$ cat src/rtl/umi_regif_arb.sv
`default_nettype none
// ============================================================================
// Module   : umi_regif_arb
// Purpose  : Round-robin arbiter sharing one reg_* register-file port among N
//            masters, with grant held to completion and a stall watchdog.
// Revision : 1.0 - initial release
// ============================================================================
module umi_regif_arb #(
   parameter  int N       = 2,
   parameter  int AW      = 64,
   parameter  int RW      = 32,
   parameter  int TIMEOUT = 256,
   localparam int GW      = $clog2(N)
) (
   input  logic              clk,
   input  logic              nreset,
   input  logic [N-1:0]      req_write,
   input  logic [N-1:0]      req_read,
   input  logic [N*AW-1:0]   req_addr,
   input  logic [N*RW-1:0]   req_wrdata,
   input  logic [N*2-1:0]    req_prot,
   output logic [N-1:0]      req_ready,
   output logic [RW-1:0]     req_rddata,
   output logic [N*2-1:0]    req_err,
   output logic              reg_write,
   output logic              reg_read,
   output logic [AW-1:0]     reg_addr,
   output logic [RW-1:0]     reg_wrdata,
   output logic [1:0]        reg_prot,
   input  logic              reg_ready,
   input  logic [RW-1:0]     reg_rddata,
   input  logic [1:0]        reg_err,
   output logic              busy,
   output logic [GW-1:0]     grant_id
);

   localparam int            TW      = (TIMEOUT > 1) ? $clog2(TIMEOUT) : 1;
   localparam logic [TW-1:0] c_TLAST = TW'((TIMEOUT > 0) ? TIMEOUT - 1 : 0);
   localparam logic [0:0]    c_IDLE  = 1'b0;
   localparam logic [0:0]    c_BUSY  = 1'b1;

   logic [0:0]    state_q, state_d;
   logic [GW-1:0] ptr_q,   ptr_d;
   logic [GW-1:0] grant_q, grant_d;
   logic [TW-1:0] timer_q, timer_d;

   logic [N-1:0]  w_req_act;
   logic          w_any_req;
   logic          w_hi_found;
   logic [GW-1:0] w_hi_idx, w_lo_idx, w_winner;
   logic          w_g_write, w_g_read, w_gnt_act;
   logic [AW-1:0] w_g_addr;
   logic [RW-1:0] w_g_wrdata;
   logic [1:0]    w_g_prot;
   logic [GW-1:0] w_gnt_next;
   logic          w_in_busy, w_done, w_tmo, w_leave;

   assign w_req_act = req_write | req_read;
   assign w_any_req = |w_req_act;

   // Round-robin pick: lowest active index at or above ptr, else lowest active overall.
   always_comb begin
      w_hi_found = 1'b0;
      w_hi_idx   = '0;
      w_lo_idx   = '0;
      for (int i = N - 1; i >= 0; i--) begin
         if (w_req_act[i]) begin
            w_lo_idx = GW'(i);
         end
         if (w_req_act[i] && (GW'(i) >= ptr_q)) begin
            w_hi_found = 1'b1;
            w_hi_idx   = GW'(i);
         end
      end
      w_winner = w_hi_found ? w_hi_idx : w_lo_idx;
   end

   always_comb begin
      w_g_write  = 1'b0;
      w_g_read   = 1'b0;
      w_g_addr   = '0;
      w_g_wrdata = '0;
      w_g_prot   = '0;
      for (int i = 0; i < N; i++) begin
         if (grant_q == GW'(i)) begin
            w_g_write  = req_write[i];
            w_g_read   = req_read[i];
            w_g_addr   = req_addr[i*AW +: AW];
            w_g_wrdata = req_wrdata[i*RW +: RW];
            w_g_prot   = req_prot[i*2 +: 2];
         end
      end
   end

   assign w_gnt_act  = w_g_write | w_g_read;
   assign w_gnt_next = (grant_q == GW'(N - 1)) ? '0 : grant_q + 1'b1;
   assign w_in_busy  = (state_q == c_BUSY);
   assign w_done     = w_in_busy & w_gnt_act & reg_ready;
   // A completing register file always beats the watchdog in the same cycle.
   assign w_tmo      = (TIMEOUT > 0) & w_in_busy & w_gnt_act & ~reg_ready
                       & (timer_q == c_TLAST);
   assign w_leave    = ~w_gnt_act | w_done | w_tmo;

   always_ff @(posedge clk or negedge nreset) begin
      if (!nreset) begin
         state_q <= c_IDLE;
         ptr_q   <= '0;
         grant_q <= '0;
         timer_q <= '0;
      end else begin
         state_q <= state_d;
         ptr_q   <= ptr_d;
         grant_q <= grant_d;
         timer_q <= timer_d;
      end
   end

   always_comb begin
      state_d = state_q;
      ptr_d   = ptr_q;
      grant_d = grant_q;
      timer_d = timer_q;
      case (state_q)
         c_IDLE: begin
            if (w_any_req) begin
               state_d = c_BUSY;
               grant_d = w_winner;
               timer_d = '0;
            end
         end
         c_BUSY: begin
            if (w_leave) begin
               state_d = c_IDLE;
               ptr_d   = w_gnt_next;
            end else if (TIMEOUT > 0) begin
               timer_d = timer_q + 1'b1;
            end
         end
         default: state_d = c_IDLE;
      endcase
   end

   always_comb begin
      reg_write  = 1'b0;
      reg_read   = 1'b0;
      reg_addr   = '0;
      reg_wrdata = '0;
      reg_prot   = '0;
      req_ready  = '0;
      req_rddata = '0;
      req_err    = '0;
      busy       = 1'b0;
      if (w_in_busy) begin
         busy       = 1'b1;
         reg_addr   = w_g_addr;
         reg_wrdata = w_g_wrdata;
         reg_prot   = w_g_prot;
         reg_write  = w_g_write & ~w_tmo;
         reg_read   = w_g_read & ~w_tmo;
         if (w_done) begin
            req_rddata = reg_rddata;
         end
         for (int i = 0; i < N; i++) begin
            if (grant_q == GW'(i)) begin
               if (w_done) begin
                  req_ready[i]     = 1'b1;
                  req_err[i*2 +: 2] = reg_err;
               end else if (w_tmo) begin
                  req_ready[i]     = 1'b1;
                  req_err[i*2 +: 2] = 2'b10;
               end
            end
         end
      end
   end

   assign grant_id = grant_q;

endmodule
`default_nettype wire
$ cat config.mk
export PLATFORM = sky130hd
export DESIGN_NAME = umi_regif_arb
export DESIGN_NICKNAME = d
export VERILOG_FILES = /design/src/rtl/umi_regif_arb.sv
export SDC_FILE = /design/constraint.sdc
export NUM_CORES = 1
export LEC_CHECK = 0
export BUFFER_PORTS_ARGS = -buffer_cell sky130_fd_sc_hd__buf_2
export CAP_MARGIN = 20
export CORE_AREA = 2 2 146 148
export CTS_CLUSTER_SIZE = 25
export DETAILED_ROUTE_END_ITERATION = 10
export DIE_AREA = 0 0 148 150
export GPL_TIMING_DRIVEN = 1
export PLACE_DENSITY = 0.38
export SLEW_MARGIN = 20
export SYNTH_ARGS = -nofsm -noshare
export SYNTH_HDL_FRONTEND = slang
export SYNTH_SLANG_ARGS = --single-unit
$ cat constraint.sdc
create_clock -name clk -period 1.8 [get_ports clk]
set_input_delay 0.36 -clock clk [delete_from_list [all_inputs] [get_ports clk]]
set_output_delay 0.36 -clock clk [all_outputs]
set_load 0.01 [all_outputs]
-- After elaboration in Yosys (flattened, before gate mapping)
Cells that the tools add are included.
- $add $sub $neg: 2
- $lt $le $gt $ge: 2
- eq/ne operators: 3
- muxes and demuxes: 36
- bitwise logic cells: 14
- reductions and logical operators: 6
- operator list (operator ; number):
    $mux 32 ; 4
    $mux 64 ; 2
    $mux 1 ; 18
    $mux 8 ; 2
    $pmux 8 s2 ; 1
    $mux 2 ; 7
    $add 8x1->8 const B ; 1
    $eq 8x8->1 const B ; 1
    $and 1x1->1 ; 6
    $reduce_and 2->1 ; 3
    $mux 4 ; 1
    $ne 2x2->1 const B ; 2
    $not 1->1 ; 4
    $or 1x1->1 ; 3
    $ge 1x1->1 const A ; 2
    $logic_and 1x1->1 ; 2
    $or 2x2->2 ; 1
    $pmux 1 s2 ; 1
    $reduce_or 2->1 ; 1
    $add 1x1->1 const B ; 1
- bits in registers: 11
- bits of input ports: 237
- output and inout port bits: 140
- logic and storage cells: 67

-- Depth between registers and ports, before layout
Gate-level depths: netlist of run 1.
- depth in word-level cells: 9
- gate-level depth with buffers: 7
- depth with buffers taken out: 5

-- Least setup slack after synthesis of run 1
Ideal clock, no wire load.
- kind: reg2out
- start: register timer_q[0]
- end: output port req_err[1]
- arrival: 1596 ps
- data required time: 1440 ps
- path slack: -156 ps
- stages on the path, launching flop included: 7
- path buffers: 1
- cell sequence: dfrtp_1 ha_1 and4_1 a21o_1 buf_6 or2b_1 nor3_1
- cells in the longest elaborated chain, start to end: 6
- RTL lines (item ; line ; source):
    start: declaration ; 45 ; logic [TW-1:0] timer_q, timer_d;
    start signal: assignment ; 114 ; timer_q <= timer_d;
    $eq 8x8->1 ; 101 ; & (timer_q == c_TLAST);
    $and 1x1->1 ; 101 ;
    $mux 2 ; 168 ; end else if (w_tmo) begin
    $mux 2 ; 165 ; if (w_done) begin
    $mux 2 ; 164 ; if (grant_q == GW'(i)) begin
    $mux 4 ; 153 ; if (w_in_busy) begin
    end: declaration ; 24 ; output logic [N*2-1:0] req_err,
No other way between the ends.

-- Final worst setup path of run 1
- start: register grant_q, in the netlist grant_id
- end: output port req_rddata[28]
- cells in the longest elaborated chain, start to end: 6
- elaborated cells on any way between the ends: 7
- those cells by class: mux: 4; bitwise: 3
- RTL lines (item ; line ; source):
    start: declaration ; 44 ; logic [GW-1:0] grant_q, grant_d;
    start signal: assignment ; 113 ; grant_q <= grant_d;
    $mux 1 ; 85 ; if (grant_q == GW'(i)) begin
    $or 1x1->1 (*) ; 95 ; assign w_gnt_act = w_g_write | w_g_read;
    $and 1x1->1 (*) (2 in a row) ; 98 ; assign w_done = w_in_busy & w_gnt_act & reg_ready;
    $mux 32 (*) ; 160 ; if (w_done) begin
    $mux 32 (*) ; 153 ;
    end: declaration ; 23 ; output logic [RW-1:0] req_rddata,
Mark *: on every way between the ends. The rest lies on a longest branch, timed or not.

==> results of run 1 <==
## Yosys cell counts
| library cell | instances |
|---|---|
| inv_2 | 1 |
| nand2_1 | 3 |
| or4_1 | 1 |
| a221o_1 | 4 |
| xnor2_1 | 1 |
| ha_1 | 1 |
| mux2i_1 | 100 |
| and4_1 | 1 |
| and2_1 | 33 |
| clkbuf_1 | 6 |
| and3_2 | 2 |
| dfrtp_1 | 11 |
| nand3_1 | 5 |
| a22o_2 | 2 |
| mux2_2 | 1 |
| nor4b_2 | 1 |
| or3b_1 | 1 |
| o21ai_0 | 3 |
| a211o_1 | 1 |
| a21boi_0 | 1 |
| inv_1 | 4 |
| nor3_1 | 6 |
| or2b_1 | 1 |
| nand3b_2 | 1 |
| buf_1 | 7 |
| nor4_1 | 2 |
| a211oi_1 | 1 |
| nor2_1 | 110 |
| buf_6 | 2 |
| nor2b_1 | 1 |
| o21a_1 | 1 |
| a21o_2 | 1 |
| buf_2 | 13 |
| o31ai_1 | 2 |
| o211a_1 | 1 |
| a21o_1 | 2 |
## through the flow
stage / worst slack, ns / hold slack [ns] / util
3_5_place_dp: -0.5396 / 0.2645 / 0.2293
5_1_grt: -0.4385 / 0.01132 / 0.2780
6_report: -0.3671 / -0.001825 / 0.2780
3_3_place_gp: -0.7176 / 0.2670 / 0.2289
2_1_floorplan: -0.08928 / 0.06441 / -
4_1_cts: -0.3741 / 0.01049 / 0.2685
## power breakdown
group / switching (uW) / total [uW] / leakage [uW] / internal, uW
clock network: 114 / 412 / 0.0000382 / 298
registers: 44.1 / 358 / 0.000143 / 314
logic: 3560 / 7340 / 0.00320 / 3780
total: 3710 / 8110 / 0.00338 / 4390
## registers in the layout (all words and copies together) (netlist names)
register  count
grant_id      1
ptr_q         1
state_q       1
timer_q       8
## what timing repair did
item | 4_1_cts | 5_1_grt
buffers inserted | 16 | 4
pin swaps | 9 | 16
cloned | 16 | 2
gates resized for setup | 51 | 42
endpoints found under the setup margin | 149 | 145
## how the worst min path moves through the flow
| stage | endpoint | slack (ns) | depth (start not counted) | startpoint |
|---|---|---|---|---|
| after floorplan | grant_id$_DFFE_PN0P_ | 0.06 | 0 | nreset |
| after detailed placement | state_q$_DFF_PN0_ | 0.26 | 1 | nreset |
| after global routing | timer_q[6]$_DFFE_PN0P_ | 0.01 | 1 | nreset |
| after CTS | state_q$_DFF_PN0_ | 0.01 | 1 | nreset |
| final | timer_q[4]$_DFFE_PN0P_ | -0.002 | 1 | nreset |
| after global placement | state_q$_DFF_PN0_ | 0.27 | 1 | nreset |
## cell families (layout without fill, tap and decap cells)
logic type               count (synthesis)  count (layout)
AND/OR/NAND/NOR                        168             168
adder cells (fa/ha/maj)                  1               1
XOR/XNOR                                 1               1
buffers and inverters                   33             447
multiplexers                           101             101
other                                    0               1
AO/OA/AOI/OAI                           19              20
flip-flops                              11              11
## layout make-up
cell class                      count  area (um^2)  share of cell area
Antenna cell                        1        2.502           0.0004351
Sequential cell                    11        279.0             0.04851
Clock buffer                        4        78.83             0.01370
Timing Repair Buffer              438         2883              0.5012
Tap cell                          275        344.1             0.05982
Inverter                            5        20.02            0.003481
Multi-Input combinational cell    291         2145              0.3729
## layer usage
layer | up-vias | share of wire
met5 | - | 0
met3 | 7 | 0.070
met4 | 0 | 0.0054
met2 | 242 | 0.53
met1 | 1768 | 0.39
li1 | 1980 | -
==> flow_summary_export.csv, run 1 <==
group,metric,value,unit
global_route,met3_demand_to_capacity_share_in_global_routing,0.01555,
place,placement.io_buffers,376,
global_route,gr-usage-met1,0.1527,
drt,avgRoutedWirePerCell,16.41,um
cts,holdBufCountCts,0,
cts,cts_tree,"built",
power,power.total,8108,uW
global_route,first_global_vias,3856,
setup_path,crit_path_top_delay_cell,"dfrtp_4",
power,power.leakage,0.003377,uW
floorplan,core_area,20690,um^2
cts,cts.reportedPaths.clkPinSlew,0.04,ns
floorplan,chipWidth,148,um
timing,timing.clock.skew,0.001055,ns
floorplan,initial_core_util,0.1159,
drt,num_vias,3997,
drt,postRouteAntennaNets,0,
setup_path,critical_path_class,"flip-flop to output pin",
global_route,grt_antenna_before_repair,1,
global_route,track_usage,0.1329,
setup_path,cp-end-kind,"output pin",
drt,detailedRoute.firstPassIterationCount,4,
floorplan,total_die_area,22200,um^2
yosys,synthesis.nets,572,
setup_path,critical_path.reg2reg.startpoint,"timer_q[0]$_DFFE_PN0P_",
power,power_density,1410,nW/um^2
finish,layout-drive-gt1-share,0.6422,
yosys,post_synth_num_cell_types,36,
drt,route.detailed.drc,0,
timing,post_route_clock_period_utilization,1.204,
floorplan,ios,377,
drt,via_to_cell_ratio,3.900,
timing,timing_hold_violations_final,4,
worst_hold_path,min_path_type,"input pin to asynchronous set/reset pin",
cts,clk_latency,0.24,ns
setup_path,worstPathCellList,"or3b_4, nor4b_4, buf_6, buf_2, and2_1, buf_2",
yosys,netlist_top_cells_area,"mux2i_1, nor2_1, dfrtp_1, and2_1, buf_2",
setup_path,timing.critical_path.slowest_cell_delay,0.42,ns
place,gp_congestion,0.7730,
yosys,synth_top_cell_area_share,0.4175,
timing,timing_worst_slew_pin_value,0.3752,ns
global_route,grt_pass1_wl,22400,um
setup_path,setup.worst_path.start,"grant_id$_DFFE_PN0P_",
floorplan,die_y,150,um
timing,finalWorstSetupSlack,-0.3671,ns
global_route,busiest_layer,"met2",
cts,cts.path.max_buffers,2,
global_route,globalRouteMet2Util,0.2678,
timing,timing.setup.tns,-33.08,ns
finish,design.final.nets,988,
cts,cts_inserted_buffers,3,
setup_path,worstPathBufferInverterCount,3,
timing,worst_slew_margin_rel,0.7498,
finish,filler_instances,2289,
timing,achievable-frequency,461.5,MHz
yosys,compound_cell_area_share_of_the_yosys_netlist,0.06472,
run_status,failed_checks,"hold timing, setup timing",
power,irDropWorstVdd,0.5153,mV
timing,timing.final.setup_violations,139,
setup_path,critical_path_cell_count,6,
yosys,synth_xor_area_frac,0.003653,
run,maxCapViolations,0,
yosys,synth-simple-area-share,0.3246,
finish,final_common_cell,"buf_2",
yosys,synth-seq-cells,11,
finish,mostFrequentLayoutCells,"buf_2, nor2_1, mux2i_1",
place,hpwlAfterDp,12150,um
cts,clock_tree.root_cell,"clkbuf_16",
cts,cts_max_level,1,
place,post_dp_cell_area,4743,um^2
setup_path,crit_family,"simple AND/OR/NAND/NOR gates",
drt,drt-initial-drc-count,101,
setup_path,worst_r2r_path_depth,6,
yosys,syn-cell-area,2397,um^2
global_route,grt_max_degree,56,
timing,hold_ws,-0.001825,ns
timing,fin_crit,2.167,ns
setup_path,setup.reg_to_reg.worst_slack,0.05,ns
yosys,synth_top_family_by_area,"multiplexers",
setup_path,regToRegEndpoint,"timer_q[2]$_DFFE_PN0P_",
setup_path,startpoint_kind_of_the_worst_setup_timing_path,"flip-flop",
yosys,synthesis.yosys.warnings,0,
timing,rsz0062_at_grt,"yes",
yosys,post_synth_mux_area_share,0.4222,
cts,clock_sink_count,11,
setup_path,crit_path_max_fanout,5,
yosys,mean_post_synth_cell_area,7.178,um^2
run_status,outcome,"complete, but fails checks",
floorplan,standard_cell_rows,53,
timing,timing_max_transition_violations_final,0,
setup_path,critical_path.endpoint,"req_rddata[28]",
place,placedCellCount,986,
drt,totalWireLength,16820,um
yosys,post_synth_fa_ha_maj_area_fraction,0.005219,
finish,layout.cells.non_filler,1025,
setup_path,cpMostUsedCell,"buf_2",
finish,area_delta_synth_final,139.9,%
setup_path,critPathRequiredTime,1.44,ns
finish,finish.instance_area,5752,um^2
global_route,global_route_total_overflow,0,
yosys,ys_seq_area_frac,0.1148,
yosys,syn-instance-count,334,
setup_path,cp_data_arrival_time,1.81,ns
yosys,post-synth-top-area-cell,"mux2i_1",
(Power assumes the default switching activity.)
==> inputs of run 2 (changes only) <==
CELL_PAD_IN_SITES_DETAIL_PLACEMENT = 0   (was default)
CELL_PAD_IN_SITES_GLOBAL_PLACEMENT = 1   (was default)
PLACE_DENSITY = 0.6   (was 0.38)
==> run 2 against run 1 <==
The flow finishes with violations (setup timing). Clock power is 5.3% higher. Hold slack better by 0.54 ns. Flip-flop and latch count stayed put. Register-to-register slack worse by 0.10 ns. Sequential share of layout area hardly changed. Sequential power hardly changed. Non-clock buffer count is 2 higher. Combinational power is 2% lower. First-iteration DRC count is 21% higher. Final cell count stayed put. Core utilization is 0.11 points higher. Die area stayed put. Largest cell class unchanged. Highest routed layer unchanged.
==> flow_summary_export.csv, run 2 (synthesis results as in run 1) <==
group,metric,value,unit
run_status,outcome,"complete, but fails checks",
run_status,failed_checks,"setup timing",
floorplan,total_die_area,22200,um^2
setup_path,crit_path_max_fanout,6,
global_route,global_route_total_overflow,0,
place,pre_cts_slack,-0.4208,ns
drt,avgRoutedWirePerCell,15.25,um
global_route,grt_max_degree,51,
drt,drt-initial-drc-count,122,
floorplan,standard_cell_rows,53,
cts,cts_inserted_buffers,3,
power,power.total,8012,uW
finish,layout-drive-gt1-share,0.6533,
finish,area_delta_synth_final,140.9,%
cts,clk_latency,0.25,ns
drt,totalWireLength,15630,um
timing,post_route_clock_period_utilization,1.209,
power,power.leakage,0.003354,uW
floorplan,ios,377,
drt,num_vias,3981,
run,maxCapViolations,0,
setup_path,startpoint_kind_of_the_worst_setup_timing_path,"flip-flop",
finish,design.final.nets,989,
power,irDropWorstVdd,0.6487,mV
power,power_density,1387,nW/um^2
setup_path,cp_data_arrival_time,1.82,ns
place,hpwlAfterDp,11380,um
finish,multiInputGateArea,2203,um^2
floorplan,chipWidth,148,um
drt,route.detailed.drc,0,
timing,timing.clock.skew,0.001485,ns
global_route,first_global_vias,3761,
setup_path,setup.reg_to_reg.worst_slack,-0.05,ns
cts,cts_max_level,1,
setup_path,critical_path.reg2reg.startpoint,"grant_id$_DFFE_PN0P_",
place,placement.io_buffers,376,
global_route,grt_antenna_before_repair,0,
drt,via_to_cell_ratio,3.884,
cts,cts.reportedPaths.clkPinSlew,0.05,ns
floorplan,die_y,150,um
finish,largest_reg_flops,8,
drt,wl_met3,1341,um
timing,timing_worst_slew_pin_value,0.4168,ns
place,post_dp_cell_area,4731,um^2
setup_path,critPathRequiredTime,1.44,ns
cts,clock_sink_count,11,
timing,worst_slew_margin_rel,0.7221,
worst_hold_path,min_path_type,"input pin to asynchronous set/reset pin",
floorplan,core_area,20690,um^2
drt,postRouteAntennaNets,0,
timing,fin_crit,2.175,ns
finish,finalCoreUtilization,0.2791,
drt,routed.top_layer,"met4",
place,gp_congestion,0.7795,
floorplan,initial_core_util,0.1159,
finish,filler_instances,2260,
global_route,track_usage,0.1225,
timing,achievable-frequency,459.7,MHz
finish,final_common_cell,"buf_2",
timing,hold_ws,0.5343,ns
cts,cts.path.max_buffers,2,
setup_path,worst_r2r_path_depth,6,
timing,timing_hold_violations_final,0,
finish,register_with_the_most_flip_flops,"timer_q",
timing,rsz0062_at_grt,"yes",
global_route,grt_pass1_wl,20820,um
timing,finalWorstSetupSlack,-0.3755,ns
cts,cts_tree,"built",
finish,mostFrequentLayoutCells,"buf_2, nor2_1, mux2i_1",
finish,footprint_of_the_flip_flops_and_latches,279.0,um^2
setup_path,regToRegEndpoint,"timer_q[2]$_DFFE_PN0P_",
timing,timing_max_transition_violations_final,0,
drt,met2_wirelength,8314,um
setup_path,critical_path_class,"flip-flop to output pin",
cts,clock_tree.root_cell,"clkbuf_16",
finish,diodes,0,
finish,finish.instance_area,5776,um^2
drt,drt-met1-wl,5731,um
drt,detailedRoute.firstPassIterationCount,4,
setup_path,cp-end-kind,"output pin",
timing,timing.final.setup_violations,143,
==> run 2: cell count changes in the layout (fill, tap and decap cells not counted), sizes merged <==
| cell | before | now |
|---|---|---|
| dlygate4sd3 | 0 | 1 |
| o21a | 2 | 1 |
| clkbuf | 5 | 6 |
| diode | 1 | 0 |
==> run 2: metal layers <==
| metal | up-vias | GRT usage |
|---|---|---|
| met1 | 1751 | 0.1344 |
| met5 | - | 0 |
| li1 | 1978 | - |
| met4 | 0 | 0.02714 |
| met2 | 239 | 0.2424 |
| met3 | 13 | 0.02256 |
==> run 2: what timing repair did <==
action / in CTS / in global routing
hold buffers: 1 / 0
buffers inserted: 15 / 6
gates resized for setup: 70 / 38
endpoints found under the hold margin: 11 / 0
pin swaps: 3 / 13
endpoints found under the setup margin: 147 / 143
cloned: 14 / 2
==> run 2: worst max-delay path by stage <==
stage                            from            end  slack, ns
3_5_place_dp     grant_id$_DFFE_PN0P_  reg_wrdata[9]      -0.42
3_3_place_gp     grant_id$_DFFE_PN0P_     req_err[2]      -0.70
4_1_cts          grant_id$_DFFE_PN0P_  req_rddata[3]      -0.37
5_1_grt          grant_id$_DFFE_PN0P_     req_err[2]      -0.44
6_report         grant_id$_DFFE_PN0P_     req_err[2]      -0.38
2_1_floorplan  timer_q[0]$_DFFE_PN0P_     req_err[3]      -0.09
==> run 2: area by class of cell <==
| cell class | instances | area share |
|---|---|---|
| clock buffer | 4 | 0.01365 |
| timing repair buffer | 440 | 0.4935 |
| multi-input combinational | 290 | 0.3815 |
| sequential | 11 | 0.04831 |
| inverter | 5 | 0.003466 |
| tap | 275 | 0.05958 |
==> run 2: through the flow <==
stage / cells / TNS, ns
2_1_floorplan: 334 / -0.2532
3_3_place_gp: 985 / -32.34
3_5_place_dp: 986 / -21.39
4_1_cts: 1020 / -33.52
5_1_grt: 1025 / -41.48
6_report: 1025 / -34.36
==> run 2: worst max-delay path, cell delays in order, from the launching register on <==
cell and delay (ns):
dfrtp_4 0.49, or3b_4 0.24, nor4b_4 0.20, buf_6 0.17
buf_8 0.12, nand3_4 0.08, nor2_4 0.13, buf_6 0.11
==> run 2: power by group <==
group	total, uW	switching, uW	internal [uW]
clock	434	134	300
sequential	359	45.9	314
combinational	7220	3470	3750
total	8010	3650	4360
==> inputs of run 3 (changes only) <==
CORE_AREA = 2 2 145 147   (was 2 2 146 148)
DIE_AREA = 0 0 147 149   (was 0 0 148 150)
PLACE_DENSITY = 0.58   (was 0.6)
TNS_END_PERCENT = 5   (was default)
clock period = 2.4 ns   (was 1.8 ns; I/O delays follow)
==> run 3 against run 2 <==
The run now ends clean. Final cell count shrank 4.7%. Register-to-register slack gained 0.52 ns. Core utilization shrank 4.6 points. First-iteration DRC count shrank 32%. Flip-flop and latch count is the same. Setup slack gained 0.43 ns. Clock power shrank 29%. Count of clock-buffer cells in the layout is the same. Global-route usage shrank 2.7 points. Die area shrank 1.3%. Sequential share of layout area grew 1.0 points. Design area shrank 17%. Critical path type unchanged.
==> flow_summary_export.csv, run 3 (synthesis results as in run 1) <==
group,metric,value,unit
timing,rsz0062_at_grt,"yes",
cts,clk_latency,0.24,ns
timing,timing_max_transition_violations_final,0,
global_route,grt_max_degree,100,
setup_path,critPathRequiredTime,1.92,ns
drt,totalWireLength,12310,um
power,power_density,908.6,nW/um^2
global_route,global_route_total_overflow,0,
drt,route.detailed.drc,0,
drt,num_vias,3709,
setup_path,critical_path.reg2reg.startpoint,"timer_q[0]$_DFFE_PN0P_",
drt,via_to_cell_ratio,3.796,
timing,finalWorstSetupSlack,0.05557,ns
power,irDropWorstVdd,0.5374,mV
finish,layout.cells.non_filler,977,
cts,cts_tree,"built",
cts,cts.reportedPaths.clkPinSlew,0.04,ns
finish,design.final.nets,941,
setup_path,setup.worst_path.start,"grant_id$_DFFE_PN0P_",
global_route,track_usage,0.09582,
floorplan,ios,377,
cts,holdBufCountCts,0,
setup_path,cp_data_arrival_time,1.86,ns
finish,register_with_the_most_flip_flops,"timer_q",
setup_path,setup.reg_to_reg.worst_slack,0.47,ns
place,placement.io_buffers,376,
timing,timing.setup.tns,0,ns
global_route,grt_antenna_before_repair,0,
setup_path,crit_path_max_fanout,16,
finish,filler_instances,2363,
timing,timing_hold_violations_final,0,
timing,fin_crit,2.344,ns
floorplan,core_area,20560,um^2
timing,hold_ws,0.1089,ns
run,maxCapViolations,0,
setup_path,cp-end-kind,"output pin",
drt,avgRoutedWirePerCell,12.60,um
finish,layout-drive-gt1-share,0.5826,
cts,cts_max_level,1,
place,hpwlAfterDp,10060,um
floorplan,die_y,149,um
cts,cts_inserted_buffers,3,
place,gp_congestion,0.7783,
floorplan,total_die_area,21900,um^2
setup_path,critical_path_class,"flip-flop to output pin",
finish,finalCoreUtilization,0.2330,
cts,clock_sink_count,11,
setup_path,startpoint_kind_of_the_worst_setup_timing_path,"flip-flop",
global_route,first_global_vias,3420,
timing,timing.clock.skew,0.002357,ns
place,pre_cts_slack,0.1328,ns
drt,drt-initial-drc-count,83,
timing,worst_slew_margin_rel,0.6705,
finish,final_common_cell,"buf_2",
floorplan,chipWidth,147,um
power,power.leakage,0.002965,uW
finish,area_delta_synth_final,99.79,%
timing,post_route_clock_period_utilization,0.9768,
timing,achievable-frequency,426.5,MHz
cts,cts.path.max_buffers,2,
finish,mostFrequentLayoutCells,"buf_2, nor2_1, mux2i_1",
floorplan,initial_core_util,0.1166,
place,placedCellCount,967,
finish,largest_reg_flops,8,
drt,detailedRoute.firstPassIterationCount,4,
drt,postRouteAntennaNets,0,
cts,clock_tree.root_cell,"clkbuf_16",
floorplan,standard_cell_rows,53,
worst_hold_path,min_path_type,"input pin to asynchronous set/reset pin",
timing,timing.final.setup_violations,0,
timing,timing_worst_slew_pin_value,0.4942,ns
run_status,outcome,"completed",
finish,diodes,0,
global_route,grt_pass1_wl,17080,um
-- run 3: cell types whose count changed in the layout (fill, tap and decap cells not counted), sizes merged --
cell / before / now
clkbuf: 6 / 5
buf: 437 / 391
dlygate4sd3: 1 / 0
-- run 3: per-stage QoR --
step,instance area [um^2],power (uW)
6_report,4790,4352
5_1_grt,4790,4732
4_1_cts,4713,4352
3_5_place_dp,4626,4021
3_3_place_gp,4626,4056
2_1_floorplan,2397,2568
-- run 3: power breakdown --
part	switching [uW]	internal, uW	leakage [uW]	total, uW
clock	84.3	223	0.0000382	307
sequential	51.5	237	0.000141	289
combinational	2080	1680	0.00279	3760
-- run 3: layout make-up --
type                    count  area, um^2  area share
inverters                   5       20.02    0.004180
well taps                 275       344.1     0.07184
repair buffers            392        2069      0.4321
flip-flops and latches     11       280.3     0.05852
multi-input cells         290        1997      0.4169
clock buffers               4       78.83     0.01646
-- run 3: path summary, 6_finish.rpt --
| check | endpoint | depth (start not counted) |
|---|---|---|
| max | req_rddata[24] | 6 |
| min | timer_q[6]$_DFFE_PN0P_ | 1 |
| max reg2reg | timer_q[3]$_DFFE_PN0P_ | 6 |
| min reg2reg | ptr_q$_DFFE_PN0P_ | 1 |
| max in group asynchronous | grant_id$_DFFE_PN0P_ | 1 |
| min in group clk | ptr_q$_DFFE_PN0P_ | 1 |
-- run 3: critical path, cell delays in order (launching register included) --
cell and delay [ns]:
dfrtp_4 0.50, or3b_1 0.21, nor4b_4 0.32, buf_4 0.20, clkbuf_16 0.15, and2_1 0.12
buf_2 0.12
-- run 3: timing repair --
item                                    4_1_cts  5_1_grt
resized for setup                             2        3
cloned                                        0        1
endpoints found under the setup margin        6        6
pin swaps                                     0        1
buffers inserted                              0        5
-- run 3: layer usage --
layer  up-vias  GRT usage  part of all wire
li1       1875          -                 -
met1      1600     0.1021              0.37
met2       225     0.1967              0.53
met3         9    0.01743             0.086
met4         0    0.01635            0.0087
met5         -          0                 0
